<file path="src/rtl/arb_mux_pkg.sv">
// Shared types and helpers for the arbitrated registered N:1 mux.
package arb_mux_pkg;

  typedef enum logic {ARB_FIXED = 1'b0, ARB_RR = 1'b1} arb_mode_e;

  // Select width: one bit minimum so a single-input mux still has a port.
  function automatic int unsigned sel_width(input int unsigned n);
    return (n > 1) ? $clog2(n) : 1;
  endfunction

endpackage

</file>
<file path="src/rtl/arb_mux_rr_pick.sv">
// Combinational grant picker: fixed priority or round-robin from ptr.
// With ARB_MUX_LOCK_EN defined, a held lock forces the grant to lock_idx.
module rr_pick
  import arb_mux_pkg::*;
#(
  parameter int unsigned NUMBER   = 4,
  parameter arb_mode_e   MODE     = ARB_RR,
  parameter int unsigned SELECT_W = sel_width(NUMBER)
) (
  input  logic [NUMBER-1:0]   req,
  input  logic [SELECT_W-1:0] ptr,
`ifdef ARB_MUX_LOCK_EN
  input  logic                lock,
  input  logic [SELECT_W-1:0] lock_idx,
`endif
  output logic [SELECT_W-1:0] gnt_idx,
  output logic                gnt_any
);

  int unsigned start;
  int unsigned idx;

  always_comb begin
    gnt_idx = '0;
    gnt_any = 1'b0;
    idx     = 0;
    start   = (MODE == ARB_RR) ? int'(ptr) : 0;
    for (int unsigned k = 0; k < NUMBER; k++) begin
      idx = (start + k) % NUMBER;
      if (!gnt_any && req[idx]) begin
        gnt_any = 1'b1;
        gnt_idx = SELECT_W'(idx);
      end
    end
`ifdef ARB_MUX_LOCK_EN
    if (lock) begin
      gnt_idx = lock_idx;
      gnt_any = req[lock_idx];
    end
`endif
  end

endmodule

</file>
<file path="src/rtl/arb_mux.sv">
// Registered, arbitrated N:1 mux with valid/ready on every lane.
// Optional packet lock enabled by defining ARB_MUX_LOCK_EN.
module arb_mux
  import arb_mux_pkg::*;
#(
  parameter int unsigned WIDTH    = 8,
  parameter int unsigned NUMBER   = 4,
  parameter arb_mode_e   MODE     = ARB_RR,
  localparam int unsigned SELECT_W = sel_width(NUMBER)
) (
  input  logic                clk,
  input  logic                reset,
  input  logic [NUMBER-1:0]   in_valid,
  output logic [NUMBER-1:0]   in_ready,
  input  logic [WIDTH-1:0]    in_data [NUMBER],
`ifdef ARB_MUX_LOCK_EN
  input  logic [NUMBER-1:0]   in_last,
  output logic                out_last,
`endif
  output logic                out_valid,
  input  logic                out_ready,
  output logic [WIDTH-1:0]    out_data,
  output logic [SELECT_W-1:0] out_sel
);

  logic                out_valid_q, out_valid_d;
  logic [WIDTH-1:0]    out_data_q,  out_data_d;
  logic [SELECT_W-1:0] out_sel_q,   out_sel_d;
  logic [SELECT_W-1:0] rr_ptr_q,    rr_ptr_d;
  logic [SELECT_W-1:0] gnt_idx;
  logic                gnt_any;
  logic                load;
  logic                xfer;
  logic                adv_ptr;
`ifdef ARB_MUX_LOCK_EN
  logic                locked_q,   locked_d;
  logic [SELECT_W-1:0] lock_idx_q, lock_idx_d;
  logic                out_last_q, out_last_d;
`endif

  rr_pick #(
    .NUMBER   (NUMBER),
    .MODE     (MODE),
    .SELECT_W (SELECT_W)
  ) u_pick (
    .req      (in_valid),
    .ptr      (rr_ptr_q),
`ifdef ARB_MUX_LOCK_EN
    .lock     (locked_q),
    .lock_idx (lock_idx_q),
`endif
    .gnt_idx  (gnt_idx),
    .gnt_any  (gnt_any)
  );

  assign load = !out_valid_q || out_ready;
  assign xfer = load && gnt_any;

`ifdef ARB_MUX_LOCK_EN
  assign adv_ptr = xfer && in_last[gnt_idx];
`else
  assign adv_ptr = xfer;
`endif

  always_comb begin
    in_ready = '0;
    if (load && (|in_valid)) begin
      in_ready[gnt_idx] = 1'b1;
    end
  end

  // Output stage update and pointer advance; FIXED mode keeps the pointer at 0.
  always_comb begin
    out_valid_d = out_valid_q;
    out_data_d  = out_data_q;
    out_sel_d   = out_sel_q;
    rr_ptr_d    = rr_ptr_q;
`ifdef ARB_MUX_LOCK_EN
    locked_d    = locked_q;
    lock_idx_d  = lock_idx_q;
    out_last_d  = out_last_q;
`endif
    if (load) begin
      out_valid_d = xfer;
      if (xfer) begin
        out_data_d = in_data[gnt_idx];
        out_sel_d  = gnt_idx;
`ifdef ARB_MUX_LOCK_EN
        out_last_d = in_last[gnt_idx];
        locked_d   = !in_last[gnt_idx];
        lock_idx_d = gnt_idx;
`endif
      end
    end
    if (adv_ptr && (MODE == ARB_RR)) begin
      rr_ptr_d = (gnt_idx == SELECT_W'(NUMBER - 1)) ? '0 : gnt_idx + SELECT_W'(1);
    end
  end

  always_ff @(posedge clk or posedge reset) begin
    if (reset) begin
      out_valid_q <= 1'b0;
      out_data_q  <= '0;
      out_sel_q   <= '0;
      rr_ptr_q    <= '0;
`ifdef ARB_MUX_LOCK_EN
      locked_q    <= 1'b0;
      lock_idx_q  <= '0;
      out_last_q  <= 1'b0;
`endif
    end else begin
      out_valid_q <= out_valid_d;
      out_data_q  <= out_data_d;
      out_sel_q   <= out_sel_d;
      rr_ptr_q    <= rr_ptr_d;
`ifdef ARB_MUX_LOCK_EN
      locked_q    <= locked_d;
      lock_idx_q  <= lock_idx_d;
      out_last_q  <= out_last_d;
`endif
    end
  end

  assign out_valid = out_valid_q;
  assign out_data  = out_data_q;
  assign out_sel   = out_sel_q;
`ifdef ARB_MUX_LOCK_EN
  assign out_last  = out_last_q;
`endif

endmodule
</file>
<file path="config.mk">
export PLATFORM = sky130hd
export DESIGN_NAME = arb_mux
export DESIGN_NICKNAME = d
export VERILOG_FILES = /design/src/rtl/arb_mux_pkg.sv /design/src/rtl/arb_mux_rr_pick.sv /design/src/rtl/arb_mux.sv
export SDC_FILE = /design/constraint.sdc
export NUM_CORES = 1
export LEC_CHECK = 0
export BUFFER_PORTS_ARGS = -buffer_cell sky130_fd_sc_hd__buf_4
export CORE_ASPECT_RATIO = 1.5
export CORE_UTILIZATION = 44
export CTS_CLUSTER_SIZE = 24
export DETAILED_ROUTE_END_ITERATION = 8
export GPL_ROUTABILITY_DRIVEN = 0
export HOLD_SLACK_MARGIN = 0.06
export PLACE_DENSITY = 0.89
export SLEW_MARGIN = 10
export SYNTH_ARGS = -nofsm -noshare
export SYNTH_HDL_FRONTEND = slang
export SYNTH_SLANG_ARGS = --single-unit
</file>
<file path="constraint.sdc">
create_clock -name clk -period 2.2 [get_ports clk]
set_input_delay 0.44 -clock clk [delete_from_list [all_inputs] [get_ports clk]]
set_output_delay 0.44 -clock clk [all_outputs]
set_load 0.005 [all_outputs]
</file>
==> out/qor.txt, run 1 <==
Worst-case reg-to-reg path depth = 6
Routed wire length = 2.87 mm
Sequential area share after synthesis = 33.4%
Iter 0 DRT Violations = 13
Port buffer count = 53
Maximum number of pins on one net before global-route repair = 15
Final Hold Vio Count = 0
Nature of the critical path startpoint = flip-flop
Synth unique cells = 31
Top-area cell type share of the netlist area = 33.4%
Reg-to-Reg Start = rr_ptr_q[1]
TNS Setup = 0 ps
Number of routed nets with antenna violations = 0
Fin cells = 181
Primary FF master, synth = dfrtp_1
Final setup vio count = 0
Wire per inst = 15.9 um
FFs w/ async S/R, synth = 100%
CTS root buf = clkbuf_4
Top post-synthesis cells by count = a211oi_2 (14), dfrtp_1 (13), nor2_1 (13)
Drt via density = 5.46
RSZ-0062 raised after global routing = false
Placed cells = 177
Max-slew headroom = 64.2%
DRC Markers = 0
# diodes = 0
Worst EP arrival = 1680 ps
Run status = complete, no violations
Worst skew pair latency = 280 ps
Design area = 1440 um2
Mapped Nets = 140
Warnings from Yosys = 0
Worst hold slack = 182 ps
Worst Tran Pin Value = 536 ps
Grt total ovfl = 0
CTS tree = built
Crit-path leading delay family = simple AND/OR/NAND/NOR gates
Row cnt = 20
Die width = 40.4 um
1st-pass router iterations = 4
Clock Sink Count = 13
End of the worst register-to-register path = out_data[6]
Max Clock Skew = 3.16 ps
Final nets = 199
Filler cells = 162
Crit-path max FO = 7
Top cells by area, synth = dfrtp_1 (33%), a211oi_2 (18%), mux2i_1 (9.2%)
Crit share post-route = 96.6%
Clk pin slew, worst setup/hold paths = 80 ps
Syn Area/Cell = 9.65 um2
Post-CTS Setup Inserts = 0
Initial antenna violation count = 0
Global-route wire length before repair = 4.29 mm
Critical path's slowest cell = dfrtp_2
Max Cap Viol = 0
Mapped Cells = 101
Area grow syn2layout = 47.4%
Synth area leader = dfrtp_1
Vias in the first global route = 978
Post-DP Area = 1390 um2
Initial cell density of the core = 47.5%
Die H = 59.6 um
Worst R2R Setup Slack = 440 ps
Mapped cell area = 975 um2
Die area = 2410 um2
Most common cell in the netlist = a211oi_2
WP buf/inv = 1
Static Leakage = 0.689 nW
Layout cells sized above 1 = 54.1%
Gr usage total = 26.6%
Worst min path class = in -> async
Core region area = 2050 um2
Number of synthesized register bits = 13
CTS Buf Count = 3
Clock period minus worst slack = 2120 ps
Max Clock Freq = 471 MHz
Power Density = 793 nW/um2
Via count = 988
CP peak stage delay = 470 ps
H-Tree Level Count = 1
Crit Path Class = reg -> out
Post-synth EDFFs = 0
Critical Path RT = 1760 ps
Critical path endpoint category = output pin
Slew Limit Fails = 0
Post-DP HPWL = 2.23 mm
CP Cell Sequence = mux2i_2 > or2_1 > and3_4 > and3_1 > buf_4
I/O pin cnt = 54
Max VDD drop = 0.476 mV
Longest Clk Path Bufs = 2
worst max-delay path by stage:
stage                startpoint     endpoint  depth (start not counted)
floorplan           rr_ptr_q[1]  in_ready[0]                          7
global placement    in_valid[1]  in_ready[3]                          6
detailed placement  in_valid[1]  out_data[4]                          6
CTS                 rr_ptr_q[1]  in_ready[1]                          5
global route        rr_ptr_q[1]  in_ready[1]                          5
finish              rr_ptr_q[1]  in_ready[1]                          5
state kept, by name (all words and copies together) (netlist names):
name and count:
out_valid 1, rr_ptr_q 2, out_sel 2, out_data 8
per-stage QoR:
step / power, mW / setup WS, ps / utilization, %
2_1_floorplan: 0.749 / 421 / -
5_1_grt: 1.21 / 22.7 / 70.0
4_1_cts: 1.12 / 44.1 / 69.2
3_5_place_dp: 0.968 / 271 / 67.9
6_report: 1.14 / 75.5 / 70.0
3_3_place_gp: 0.947 / 367 / 67.9
logic make-up after synthesis:
family | synth area share (%)
XOR/XNOR | 0.899
flip-flops | 33.4
buffers and inverters | 7.96
multiplexers | 10.4
AO/OA/AOI/OAI | 28.2
AND/OR/NAND/NOR | 19.1
layout by cell type, fill, tap and decap left out, types with 2 or more instances in the layout:
cell      instances
buf_4            60
nand2_1           8
nor3_1            8
and3_1            2
mux2i_1           8
nor2_1           13
a211oi_2         14
a211oi_1          2
inv_1             5
dfrtp_1          12
a21oi_1           4
clkbuf_4          3
power breakdown:
group	switching, mW	total, mW	internal, mW
sequential	0.0636	0.381	0.318
combinational	0.285	0.607	0.321
clock	0.0807	0.151	0.0703
total	0.430	1.14	0.709
per-layer routing:
metal | global-route usage (%) | vias to the layer above | part of all wire, %
li1 | - | 484 | -
met1 | 30.2 | 464 | 36
met2 | 47.6 | 36 | 58
met3 | 2.63 | 4 | 3.7
met4 | 10.0 | 0 | 1.4
met5 | 0 | - | 0
final cells by class:
type | count | area (um2) | area share, %
clock buffer | 4 | 26.3 | 1.83
tap | 22 | 27.5 | 1.92
multi-input combinational | 77 | 587 | 40.9
sequential | 13 | 327 | 22.7
inverter | 5 | 18.8 | 1.31
timing repair buffer | 60 | 450 | 31.4
repair_timing:
action,in CTS,in global routing
setup endpoints to repair,0,2
gates resized for setup,0,5
hold buffers,0,0
Power figures use the tool's default switching activity.
==> inputs of run 2 (changes only) <==
Settings changed: CORE_MARGIN set to 2, GPL_ROUTABILITY_DRIVEN 0 to unset.
==> run 2 against run 1 <==
  * Sequential power hardly changed
  * Fmax is 1.7% lower
  * Via count is 6.6% higher
  * Combinational power is 1% higher
  * Highest routed layer unchanged
  * Critical path type unchanged
  * Core utilization is 0.85 points higher
  * Clock skew is 1.5 ps higher
==> out/qor.txt, run 2 (synthesis results as in run 1) <==
Run status = complete, no violations (unchanged)
Port buffer count = 53 (unchanged)
Placed cells = 174 (was 177)
Max VDD drop = 0.443 mV (was 0.476 mV)
Area grow syn2layout = 49.2% (was 47.4%)
Post-DP Area = 1370 um2 (was 1390 um2)
CTS tree = built (unchanged)
Fin cells = 183 (was 181)
CTS root buf = clkbuf_4 (unchanged)
Longest Clk Path Bufs = 2 (unchanged)
Start point of the critical path = rr_ptr_q[1] (unchanged)
Worst min path class = in -> async (unchanged)
Final setup vio count = 0 (unchanged)
Row cnt = 20 (unchanged)
Power Density = 788 nW/um2 (was 793 nW/um2)
Worst skew pair latency = 280 ps (about the same)
Initial cell density of the core = 47.5% (unchanged)
Static Leakage = 0.699 nW (was 0.689 nW)
Worst EP arrival = 1720 ps (was 1680 ps)
Core region area = 2050 um2 (unchanged)
Worst Tran Pin Value = 670 ps (was 536 ps)
Multi-input gate area = 589 um2 (was 587 um2)
Wire per inst = 15.3 um (was 15.9 um)
Drt via density = 5.75 (was 5.46)
H-Tree Level Count = 1 (unchanged)
Worst hold slack = 186 ps (was 182 ps)
Critical path endpoint category = output pin (unchanged)
Global-route wire length before repair = 4.55 mm (was 4.29 mm)
Gr usage total = 22.9% (was 26.6%)
# diodes = 0 (unchanged)
Number of routed nets with antenna violations = 0 (unchanged)
Max Clock Skew = 4.66 ps (was 3.16 ps)
Max Cap Viol = 0 (unchanged)
Final Hold Vio Count = 0 (unchanged)
Max Clock Freq = 463 MHz (was 471 MHz)
Die width = 42.4 um (was 40.4 um)
I/O pin cnt = 54 (unchanged)
RSZ-0062 raised after global routing = true (was false)
Reg-to-Reg Start = rr_ptr_q[1] (unchanged)
Design area = 1450 um2 (was 1440 um2)
Maximum number of pins on one net before global-route repair = 19 (was 15)
1st-pass router iterations = 4 (unchanged)
Worst R2R Setup Slack = 370 ps (was 440 ps)
End of the worst register-to-register path = out_data[1] (was out_data[6])
Die area = 2620 um2 (was 2410 um2)
Grt total ovfl = 0 (unchanged)
Clock Sink Count = 13 (unchanged)
Die H = 61.6 um (was 59.6 um)
Max reg flops = 8 (unchanged)
GPL Wtd Cong = 0.892
Critical Path RT = 1760 ps (about the same)
Max-slew headroom = 55.3% (was 64.2%)
Via count = 1053 (was 988)
Vias in the first global route = 1012 (was 978)
Clock period minus worst slack = 2160 ps (was 2120 ps)
Crit share post-route = 98.2% (was 96.6%)
Post-DP HPWL = 2.12 mm (was 2.23 mm)
Final Core Density = 70.9% (was 70.0%)
Most frequent cells in the layout = buf_4 (62), a211oi_2 (14), nor2_1 (13) (was buf_4 (60), a211oi_2 (14), nor2_1 (13))
Register area = 327 um2 (unchanged)
Slew Limit Fails = 0 (unchanged)
Initial antenna violation count = 0 (unchanged)
Clk pin slew, worst setup/hold paths = 80 ps (about the same)
Worst-case reg-to-reg path depth = 6 (unchanged)
Nature of the critical path startpoint = flip-flop (unchanged)
CP Capture Point = in_ready[1] (unchanged)
Cts hold-fix bufs = 0 (unchanged)
CTS Buf Count = 3 (unchanged)
Final nets = 201 (was 199)
Routed wire length = 2.80 mm (was 2.87 mm)
DRC Markers = 0 (unchanged)
Iter 0 DRT Violations = 35 (was 13)
Crit Path Class = reg -> out (unchanged)
Filler cells = 150 (was 162)
Total power draw = 1.15 mW (was 1.14 mW)
Layout cells sized above 1 = 54.0% (was 54.1%)
Crit-path max FO = 7 (unchanged)
Most common cell after layout, fill and taps aside = buf_4 (unchanged)
run 2: changes by cell type in the layout (fill, tap and decap cells not counted):
| cell | previous run | this run |
|---|---|---|
| buf_4 | 60 | 62 |
| and3_1 | 2 | 3 |
| and3_4 | 1 | 0 |
| nand3_2 | 1 | 0 |
| nand3_4 | 0 | 1 |
run 2: power breakdown:
| group | internal [mW] | switching (mW) | leakage, nW |
|---|---|---|---|
| registers | 0.318 | 0.0624 | 0.143 |
| clock network | 0.0705 | 0.0821 | 0.0150 |
| logic | 0.324 | 0.289 | 0.541 |
| total | 0.712 | 0.434 | 0.699 |
run 2: stage by stage:
step                      setup TNS, ps  worst slack (ps)
after floorplan                       0               421
after global placement                0               218
after detailed placement              0               175
after CTS                             0              11.4
after global routing               -129             -70.0
final                                 0              39.0
run 2: layout make-up:
cell class / instances / area share (%)
Clock buffer: 4 / 1.81
Inverter: 5 / 1.29
Multi-Input combinational cell: 77 / 40.5
Sequential cell: 13 / 22.5
Tap cell: 22 / 1.89
Timing Repair Buffer: 62 / 32.0
run 2: worst max-delay path: stages (launching register included):
cell and delay, ps:
dfrtp_2 470, mux2i_2 180, or2_1 260, and3_1 230
and3_1 170, buf_4 130
run 2: layer usage:
layer  track usage (%)  routed length (um)
met4              9.38                  43
met1              27.6                1050
met2              42.2                1530
met5                 0                   0
met3              1.76                 172
run 2: what timing repair did:
| action | CTS | global route |
|---|---|---|
| buffers inserted | 0 | 5 |
| setup endpoints to repair | 1 | 4 |
| resized for setup | 1 | 3 |
| pin swaps | 0 | 1 |
run 2: worst min path at each step:
stage	depth (start not counted)	start	endpoint
floorplan	1	reset	out_data[0]
global placement	2	reset	out_sel[0]
detailed placement	2	reset	out_sel[0]
CTS	2	reset	out_sel[0]
global route	2	reset	out_sel[0]
finish	2	reset	out_sel[0]
==> inputs of run 3 (changes only) <==
Settings changed: CORE_MARGIN 2 to 3.
==> run 3 against run 2 <==
  * Combinational power decreased by 3%
  * First-iteration DRC count increased by 14%
  * Via count down 2.9%
  * Flip-flop and latch count stayed put
  * Cell area fell by 2.0%
  * Wire length increased by 4.8%
  * Die area up 8.1%
  * Hold slack got worse by 8.5 ps
  * Non-clock buffer count is 2 lower
  * Worst setup slack better by 33 ps
  * Power down 1.4%
==> out/qor.txt, run 3 (synthesis results as in run 1) <==
Final nets = 199 (was 201)
Worst min path class = in -> async (unchanged)
Drt via density = 5.65 (was 5.75)
RSZ-0062 raised after global routing = false (was true)
Row cnt = 20 (unchanged)
# diodes = 0 (unchanged)
Design area = 1430 um2 (was 1450 um2)
Switching pwr = 428 uW (was 434 uW)
Clk pin slew, worst setup/hold paths = 80 ps (about the same)
Nature of the critical path startpoint = flip-flop (unchanged)
Worst-case reg-to-reg path depth = 6 (unchanged)
Post-DP HPWL = 2.44 mm (was 2.12 mm)
Initial cell density of the core = 46.9% (was 47.5%)
Sw frac = 37.8% (was 37.9%)
Worst skew pair latency = 280 ps (about the same)
Number of routed nets with antenna violations = 0 (unchanged)
Internal power = 702 uW (was 712 uW)
CTS Buf Count = 3 (unchanged)
Start point of the critical path = rr_ptr_q[1] (unchanged)
Most frequent cells in the layout = buf_4 (60), a211oi_2 (14), nor2_1 (13) (was buf_4 (62), a211oi_2 (14), nor2_1 (13))
Critical Path RT = 1760 ps (about the same)
Run status = complete, no violations (unchanged)
DRC Markers = 0 (unchanged)
H-Tree Level Count = 1 (unchanged)
Max reg flops = 8 (unchanged)
Layout cells sized above 1 = 52.8% (was 54.0%)
Filler cells = 170 (was 150)
Combinational Power Share = 52.7% (was 53.5%)
CTS tree = built (unchanged)
Final setup vio count = 0 (unchanged)
Reg-to-Reg Start = rr_ptr_q[1] (unchanged)
TNS Setup = 0 ps (unchanged)
I/O pin cnt = 54 (unchanged)
Max Clock Skew = 5.95 ps (was 4.66 ps)
Maximum number of pins on one net before global-route repair = 15 (was 19)
Die area = 2830 um2 (was 2620 um2)
Post_cts resized = 0 (was 1)
Gr usage total = 21.9% (was 22.9%)
Wire per inst = 16.2 um (was 15.3 um)
Static Leakage = 0.686 nW (was 0.699 nW)
Initial antenna violation count = 0 (unchanged)
Crit share post-route = 96.7% (was 98.2%)
Die H = 63.6 um (was 61.6 um)
Slew Limit Fails = 0 (unchanged)
Worst hold slack = 177 ps (was 186 ps)
Die width = 44.4 um (was 42.4 um)
Port buffer count = 53 (unchanged)
GPL Wtd Cong = 0.787 (was 0.892)
Critical path endpoint category = output pin (unchanged)
Crit Path Class = reg -> out (unchanged)
Via count = 1022 (was 1053)
Vias in the first global route = 1048 (was 1012)
Routed wire length = 2.94 mm (was 2.80 mm)
Core region area = 2080 um2 (was 2050 um2)
Global-route wire length before repair = 4.62 mm (was 4.55 mm)
Most common cell after layout, fill and taps aside = buf_4 (unchanged)
Worst EP arrival = 1690 ps (was 1720 ps)
Worst Tran Pin Value = 526 ps (was 670 ps)
Clock period minus worst slack = 2130 ps (was 2160 ps)
Worst R2R Setup Slack = 440 ps (was 370 ps)
CP Capture Point = in_ready[1] (unchanged)
Register share of total power = 33.8% (was 33.2%)
1st-pass router iterations = 4 (unchanged)
Post-CTS Setup Inserts = 0 (unchanged)
Longest Clk Path Bufs = 2 (unchanged)
Grt total ovfl = 0 (unchanged)
Post-DP Area = 1390 um2 (was 1370 um2)
Area grow syn2layout = 46.2% (was 49.2%)
Clk pwr share = 13.4% (was 13.3%)
Iter 0 DRT Violations = 40 (was 35)
Clock Sink Count = 13 (unchanged)
Max Cap Viol = 0 (unchanged)
Max Clock Freq = 470 MHz (was 463 MHz)
Cts hold-fix bufs = 0 (unchanged)
Power Density = 793 nW/um2 (was 788 nW/um2)
CTS root buf = clkbuf_4 (unchanged)
End of the worst register-to-register path = out_data[3] (was out_data[1])
Final Hold Vio Count = 0 (unchanged)
Max VDD drop = 0.493 mV (was 0.443 mV)
Max-slew headroom = 64.8% (was 55.3%)
Crit-path max FO = 7 (unchanged)
-- run 3: stage by stage --
| step | power [mW] | worst slack (ps) | util (%) | instances |
|---|---|---|---|---|
| 4_1_cts | 1.13 | 72.5 | 68.4 | 181 |
| 2_1_floorplan | 0.749 | 421 | - | 101 |
| 3_5_place_dp | 0.978 | 327 | 67.1 | 177 |
| 6_report | 1.13 | 71.7 | 68.6 | 181 |
| 5_1_grt | 1.20 | 6.55 | 68.6 | 181 |
| 3_3_place_gp | 0.948 | 340 | 67.1 | 177 |
-- run 3: critical path, stage by stage (launching register included) --
cell and delay [ps]:
dfrtp_2 460, mux2i_2 170, or2_1 250, and3_1 220
and3_1 170, buf_4 130
-- run 3: worst min-delay path by stage --
stage               slack, ps     endpoint
CTS                       190   out_sel[0]
global route              220   out_sel[0]
finish                    180   out_sel[0]
floorplan                 320  out_data[0]
global placement          490   out_sel[0]
detailed placement        510   out_sel[0]
-- run 3: layer usage --
| layer | share of wire [%] | vias to the layer above | GRT usage (%) |
|---|---|---|---|
| li1 | - | 480 | - |
| met1 | 34 | 487 | 22.5 |
| met2 | 58 | 48 | 42.5 |
| met3 | 5.7 | 7 | 1.43 |
| met4 | 2.0 | 0 | 8.68 |
| met5 | 0 | - | 0 |
-- run 3: cell type report --
cell class | count | area [um2] | area share, %
multi-input combinational | 77 | 576 | 40.4
timing repair buffer | 60 | 450 | 31.6
sequential | 13 | 327 | 22.9
tap | 22 | 27.5 | 1.93
clock buffer | 4 | 26.3 | 1.84
inverter | 5 | 18.8 | 1.32
-- run 3: power by group through the flow --
stage               Sequential [mW]  Clock, mW  Combinational [mW]
floorplan                     0.365          0               0.383
detailed placement            0.382          0               0.596
global placement              0.378          0               0.570
finish                        0.382      0.152               0.596
global route                  0.390      0.163               0.645
CTS                           0.377      0.154               0.596
